File: config.mk
export PLATFORM = sky130hd
export DESIGN_NAME = encoder_sample_scheduler
export DESIGN_NICKNAME = d
export VERILOG_FILES = /design/src/rtl/encoder_sample_scheduler.sv
export SDC_FILE = /design/constraint.sdc
export NUM_CORES = 1
export LEC_CHECK = 0
export BUFFER_PORTS_ARGS = -buffer_cell sky130_fd_sc_hd__buf_2
export CAP_MARGIN = 5
export CORE_ASPECT_RATIO = 0.7
export CORE_UTILIZATION = 60
export CTS_CLUSTER_SIZE = 30
export DETAILED_ROUTE_END_ITERATION = 16
export PLACE_DENSITY = 0.85
export SETUP_SLACK_MARGIN = 0.05
export SLEW_MARGIN = 20
export SYNTH_ARGS = -nofsm -noshare
export SYNTH_HDL_FRONTEND = slang
export SYNTH_SLANG_ARGS = --single-unit
File: constraint.sdc
create_clock -name clk -period 36.1 [get_ports clk]
set_clock_uncertainty 0.05 [all_clocks]
set_input_delay 5.415 -clock clk [delete_from_list [all_inputs] [get_ports clk]]
set_output_delay 5.415 -clock clk [all_outputs]
set_load 0.02 [all_outputs]
File: src/rtl/encoder_sample_scheduler.sv
// rtl/encoder_sample_scheduler.sv - periodic encoder snapshot, position/velocity calc, per-channel record stream
module encoder_sample_scheduler #(
  parameter int NUM_CH = 4,
  parameter int CNT_W  = 32,
  parameter int VEL_W  = 16,
  parameter int PERIOD = 50000,
  localparam int CH_W  = (NUM_CH > 1) ? $clog2(NUM_CH) : 1
) (
  input  logic                    clk,
  input  logic                    rst,
  input  logic                    enable,
  input  logic [NUM_CH*CNT_W-1:0] count_in,
  input  logic [NUM_CH-1:0]       zero_req,
  output logic                    sample_valid,
  input  logic                    sample_ready,
  output logic [CH_W-1:0]         sample_ch,
  output logic [CNT_W-1:0]        sample_pos,
  output logic [VEL_W-1:0]        sample_vel,
  output logic                    sample_last,
  output logic                    overrun,
  output logic [7:0]              overrun_cnt,
  output logic                    busy
);

  localparam int TW = (PERIOD > 2) ? $clog2(PERIOD) : 1;
  localparam logic [CH_W-1:0] LAST_CH = CH_W'(NUM_CH - 1);

  typedef enum logic [1:0] {S_IDLE, S_WAIT, S_SNAP, S_EMIT} state_t;

  state_t            state, state_nxt;
  logic [TW-1:0]     timer;
  logic              tick;
  logic              prime;
  logic              handshake;
  logic [CH_W-1:0]   ch_nxt;

  logic [CNT_W-1:0]  cnt_c  [NUM_CH];
  logic [CNT_W-1:0]  offset [NUM_CH];
  logic [CNT_W-1:0]  prev   [NUM_CH];
  logic [CNT_W-1:0]  pos_c  [NUM_CH];
  logic [CNT_W-1:0]  pos_q  [NUM_CH];
  logic [VEL_W-1:0]  vel_c  [NUM_CH];
  logic [VEL_W-1:0]  vel_q  [NUM_CH];

  assign tick      = enable && (timer == TW'(PERIOD - 1));
  assign handshake = sample_valid && sample_ready;
  assign busy      = (state == S_SNAP) || (state == S_EMIT);
  assign ch_nxt    = sample_ch + CH_W'(1);

  always_ff @(posedge clk) begin
    if (rst || !enable || tick) timer <= '0;
    else                        timer <= timer + TW'(1);
  end

  // Difference is taken modulo 2^CNT_W so counter wrap reads as a small signed step.
  for (genvar i = 0; i < NUM_CH; i++) begin : g_ch
    logic [CNT_W-1:0] diff;
    assign cnt_c[i] = count_in[i*CNT_W +: CNT_W];
    assign diff     = cnt_c[i] - prev[i];
    assign pos_c[i] = cnt_c[i] - offset[i];
    if (VEL_W >= CNT_W) begin : g_wide
      assign vel_c[i] = prime ? VEL_W'($signed(diff)) : '0;
    end else begin : g_sat
      localparam logic signed [CNT_W-1:0] VMAX = {{(CNT_W-VEL_W+1){1'b0}}, {(VEL_W-1){1'b1}}};
      localparam logic signed [CNT_W-1:0] VMIN = ~VMAX;
      assign vel_c[i] = !prime                   ? '0 :
                        ($signed(diff) > VMAX)   ? {1'b0, {(VEL_W-1){1'b1}}} :
                        ($signed(diff) < VMIN)   ? {1'b1, {(VEL_W-1){1'b0}}} :
                                                   diff[VEL_W-1:0];
    end
  end

  always_ff @(posedge clk) begin
    if (rst) state <= S_IDLE;
    else     state <= state_nxt;
  end

  always_comb begin
    state_nxt = state;
    case (state)
      S_IDLE: if (enable) state_nxt = S_WAIT;
      S_WAIT: begin
        if (!enable)  state_nxt = S_IDLE;
        else if (tick) state_nxt = S_SNAP;
      end
      S_SNAP: state_nxt = S_EMIT;
      S_EMIT: if (handshake && sample_last) state_nxt = enable ? S_WAIT : S_IDLE;
      default: state_nxt = S_IDLE;
    endcase
  end

  // Offsets update in any state; SNAP reads the pre-update offset so the
  // record in flight is computed against the old home.
  always_ff @(posedge clk) begin
    if (rst) begin
      prime <= 1'b0;
      for (int i = 0; i < NUM_CH; i++) begin
        offset[i] <= '0;
        prev[i]   <= '0;
        pos_q[i]  <= '0;
        vel_q[i]  <= '0;
      end
    end else begin
      for (int i = 0; i < NUM_CH; i++) begin
        if (zero_req[i]) offset[i] <= cnt_c[i];
      end
      if (state == S_IDLE) prime <= 1'b0;
      if (state == S_SNAP) begin
        prime <= 1'b1;
        for (int i = 0; i < NUM_CH; i++) begin
          prev[i]  <= cnt_c[i];
          pos_q[i] <= pos_c[i];
          vel_q[i] <= vel_c[i];
        end
      end
    end
  end

  always_ff @(posedge clk) begin
    if (rst) begin
      sample_valid <= 1'b0;
      sample_ch    <= '0;
      sample_pos   <= '0;
      sample_vel   <= '0;
      sample_last  <= 1'b0;
      overrun      <= 1'b0;
      overrun_cnt  <= '0;
    end else begin
      overrun <= tick && busy;
      if (tick && busy && (overrun_cnt != 8'hFF)) overrun_cnt <= overrun_cnt + 8'd1;
      if (state == S_SNAP) begin
        sample_valid <= 1'b1;
        sample_ch    <= '0;
        sample_pos   <= pos_c[0];
        sample_vel   <= vel_c[0];
        sample_last  <= (NUM_CH == 1);
      end else if ((state == S_EMIT) && handshake) begin
        if (sample_last) begin
          sample_valid <= 1'b0;
          sample_last  <= 1'b0;
        end else begin
          sample_ch   <= ch_nxt;
          sample_pos  <= pos_q[ch_nxt];
          sample_vel  <= vel_q[ch_nxt];
          sample_last <= (ch_nxt == LAST_CH);
        end
      end
    end
  end

endmodule

==> results.rst <==
.. list-table::
   :header-rows: 1

   * - Metric
     - Value
   * - Run status
     - complete, no violations
   * - List of most frequent post-synthesis cells
     - sky130_fd_sc_hd__edfxtp_1, sky130_fd_sc_hd__inv_1, sky130_fd_sc_hd__nor2_1, sky130_fd_sc_hd__and2_1, sky130_fd_sc_hd__ha_1
   * - Post-CTS Hold Buffers
     - 0
   * - Gr usage total
     - 32.6%
   * - IO Count
     - 198
   * - Switch Pwr
     - 0.473 mW
   * - Highest achievable clock rate
     - 105 MHz
   * - Max-cap violations
     - 0
   * - Clock network fraction of design power
     - 34.9%
   * - Post-CTS sizing
     - 0
   * - Comb pwr share
     - 21.2%
   * - Initial antenna violation count
     - 6
   * - Number of standard cells in the layout, taps in and fillers out
     - 4286
   * - Total half-perimeter wirelength after legalization and detailed placement
     - 70.2 mm
   * - Final hold violation count
     - 0
   * - Root buf cell
     - sky130_fd_sc_hd__clkbuf_16
   * - Post-synthesis simple-gate area fraction
     - 16.4%
   * - Total core area
     - 0.0556 mm²
   * - Initial core utilization
     - 61.1%
   * - Clock latency at the later pin of the worst-skew pair
     - 0.64 ns
   * - Via count of the first global-routing pass
     - 24.9k
   * - Async set-or-reset flop fraction in the synthesized netlist
     - 0%
   * - DR iter-0 viols
     - 3203
   * - Warning count from the yosys run
     - 0
   * - Worst-case vdd ir drop
     - 36.8 µV
   * - Setup-violating endpoint count in the final report
     - 0
   * - Pin count of the biggest net entering global routing
     - 86
   * - Ranking of synthesized cells by area
     - sky130_fd_sc_hd__edfxtp_1, sky130_fd_sc_hd__ha_1, sky130_fd_sc_hd__and2_1
   * - Post-detailed-route DRC marker count
     - 0
   * - Width of the chip
     - 286 µm
   * - Required time of the critical path
     - 36.37 ns
   * - Top-count cell post-synth
     - sky130_fd_sc_hd__edfxtp_1
   * - Shortest clock period the worst path allows after layout
     - 9.53 ns
   * - Aggregate negative setup slack
     - 0 ns
   * - Number of enable flip-flop cells after synthesis
     - 448
   * - Pwr dens
     - 42.6 mW/mm²
   * - Combined area of the multi-input logic cells
     - 0.0173 mm²
   * - Headroom to the max-slew limit
     - 23.1%
   * - Crit path capture type
     - register
   * - Die height
     - 201 µm
   * - Number of buffers between clock root and the deepest sink
     - 3
   * - Leakage component of the power
     - 15.5 nW
   * - Distinct cells, synth
     - 92
   * - Clock tree from TritonCTS
     - done
   * - Overall routed net length
     - 94.5 mm
   * - Number of pins with negative max-slew slack in the final report
     - 0
   * - Combinational family with the most area after synthesis
     - simple AND/OR/NAND/NOR gates
   * - Sequential cell area
     - 0.0151 mm²
   * - Total power of the final layout
     - 1.59 mW
   * - Switch share
     - 29.7%
   * - Total congestion overflow after global routing
     - 0
   * - Count of nets left with antenna violations after detail routing
     - 0
   * - Yosys reg bits
     - 528
   * - Initial DRT Pass Iterations
     - 5
   * - Share of the synthesized area in compound gates (AO/OA/AOI/OAI)
     - 15.3%
   * - Clock transition at the registers of the reported paths
     - 0.06 ns
   * - Clock Sink Count
     - 528
   * - Fraction of synthesized cell area taken by the top area cell type
     - 39.6%
   * - Flip-flop cell with the highest count after synthesis
     - sky130_fd_sc_hd__edfxtp_1
   * - Vias after detailed routing
     - 26.6k
   * - XOR/XNOR share of the synthesized area
     - 5.67%
   * - Fraction of the cycle the final worst path needs
     - 26.4%
   * - Filler instances
     - 4147
   * - Seq pwr share
     - 43.8%
   * - Number of setup buffers added after CTS
     - 0
   * - Gate Count Post-Synth
     - 3336
   * - DP Cell Count
     - 4186
   * - Routed WL per cell
     - 22.1 µm
   * - Share of cells above drive strength 1
     - 11.5%
   * - Tightest Hold Check Type
     - register to register
   * - Total CTS buffers
     - 52
   * - Biggest fanout along the worst timing path
     - 15
   * - Placement row count
     - 72
   * - Global-route wire length before repair
     - 144 mm
   * - Cell-internal power
     - 1.12 mW
   * - CP startpoint kind
     - primary input
   * - Post-synth design cell area
     - 0.0340 mm²
   * - Library cell occupying the most area in the post-synthesis netlist
     - sky130_fd_sc_hd__edfxtp_1
   * - Worst slew pin tran
     - 1.15 ns
   * - Sequential cell area fraction in the yosys report
     - 44.3%
   * - Post-synthesis share of cell area spent on full adders, half adders and majority gates
     - 9.72%
   * - Global placer's final weighted congestion
     - 0.968
   * - H-tree depth
     - 2
   * - Vias per cell
     - 6.21
   * - Mux share of post-synthesis cell area
     - 3.78%
   * - Crit Path Category
     - primary input to register
   * - Average instance area after synthesis
     - 10.2 µm²
   * - Setup repair after global routing missed its margin
     - no
   * - Area Growth Syn to Fin
     - 9.93%
   * - Net count after synthesis
     - 3731
   * - I/O Buffers
     - 197
   * - Critical path arrival
     - 9.80 ns
   * - Number of nets in the finished design
     - 3895
   * - Die Outline Area
     - 0.0576 mm²
worst paths after layout:
check	from	to	slack (ns)	depth (start not counted)
worst max-delay path	count_in[32]	vel_q[1][6]	26.57	16
worst min-delay path	timer[0]	timer[0]	0.40	1
worst max register to register	prev[1][0]	vel_q[1][6]	31.18	14
worst min register to register	timer[0]	timer[0]	0.40	1
power groups by stage:
stage	clock [mW]	combinational (mW)	sequential, mW
6_report	0.556	0.338	0.697
3_5_place_dp	0	0.325	0.709
5_1_grt	0.582	0.365	0.698
3_3_place_gp	0	0.320	0.708
4_1_cts	0.559	0.329	0.696
2_1_floorplan	0	0.231	0.709
cells in the final DEF, fill, tap and decap left out, drive strengths merged, types with 8 or more instances in the layout:
cell    count
a211o      10
clkinv     23
buf       217
mux2i      19
nor2b      70
nand3      48
nand2b     46
nor4        8
xor2       96
nor3       61
xnor2     124
or4        10
nand4      35
o21ai     142
or3        11
a211oi     81
nand2     142
a21oi     213
edfxtp    448
o211ai     18
o21bai     35
a31oi      25
o31ai      17
dfxtp      80
nor2      271
or2        19
fa          8
a221oi      8
a21o      111
clkbuf     65
and3       34
a21boi     13
a311oi      9
mux4       48
ha        251
inv       316
and2      269
o21a       25
cell families (layout without fill, tap and decap cells):
| kind of cell | Yosys count | count (layout) |
|---|---|---|
| fa+ha+maj | 259 | 259 |
| buf+inv | 420 | 625 |
| xor+xnor | 220 | 220 |
| other cells | 0 | 5 |
| flops | 528 | 528 |
| compound gates | 781 | 781 |
| mux | 68 | 68 |
| simple gates | 1060 | 1060 |
per-layer routing:
metal  vias to the layer above  wire (µm)  GRT usage [%]
li1                      12300          -              -
met1                     12600      39500           46.8
met2                      1463      39200           47.3
met3                       198      12000           8.55
met4                         2       3760           12.3
met5                         -         11              0
sequential cells by signal, indices dropped and copies added, names as in the netlist, 2 cells and up, named ones only:
name	flops
timer	16
prev	128
sample_ch	2
pos_q	128
vel_q	64
sample_vel	16
overrun_cnt	8
sample_pos	32
offset	128
worst max-delay path: stages:
cell and delay [ns]:
sky130_fd_sc_hd__buf_2 0.09, sky130_fd_sc_hd__inv_1 0.06, sky130_fd_sc_hd__ha_1 0.23, sky130_fd_sc_hd__fa_1 0.39
sky130_fd_sc_hd__nand2b_1 0.19, sky130_fd_sc_hd__a21oi_1 0.26, sky130_fd_sc_hd__o21ai_2 0.14, sky130_fd_sc_hd__o31a_4 0.33
sky130_fd_sc_hd__o211ai_4 0.19, sky130_fd_sc_hd__nand3_1 0.15, sky130_fd_sc_hd__o31ai_2 0.35, sky130_fd_sc_hd__xor2_1 0.14
sky130_fd_sc_hd__or4b_1 0.51, sky130_fd_sc_hd__or4b_4 0.55, sky130_fd_sc_hd__o311ai_4 0.62, sky130_fd_sc_hd__a21oi_1 0.17
cell type report:
cell class,instances,share of cell area [%]
diodes,5,0.0335
inverters,313,3.15
flip-flops and latches,528,40.3
well taps,740,2.48
clock inverters,30,0.623
repair buffers,217,3.04
clock buffers,65,3.96
multi-input cells,2388,46.4
metrics by stage:
stage          hold slack, ns  utilization, %  cell area, µm²  setup slack [ns]
2_1_floorplan           0.363               -           34000             20.67
3_3_place_gp            0.375            64.0           35600             26.19
3_5_place_dp            0.389            64.0           35600             26.03
4_1_cts                 0.398            67.1           37300             26.67
5_1_grt                 0.420            67.1           37300             26.33
6_report                0.395            67.2           37300             26.57
Power figures use the tool's default switching activity.
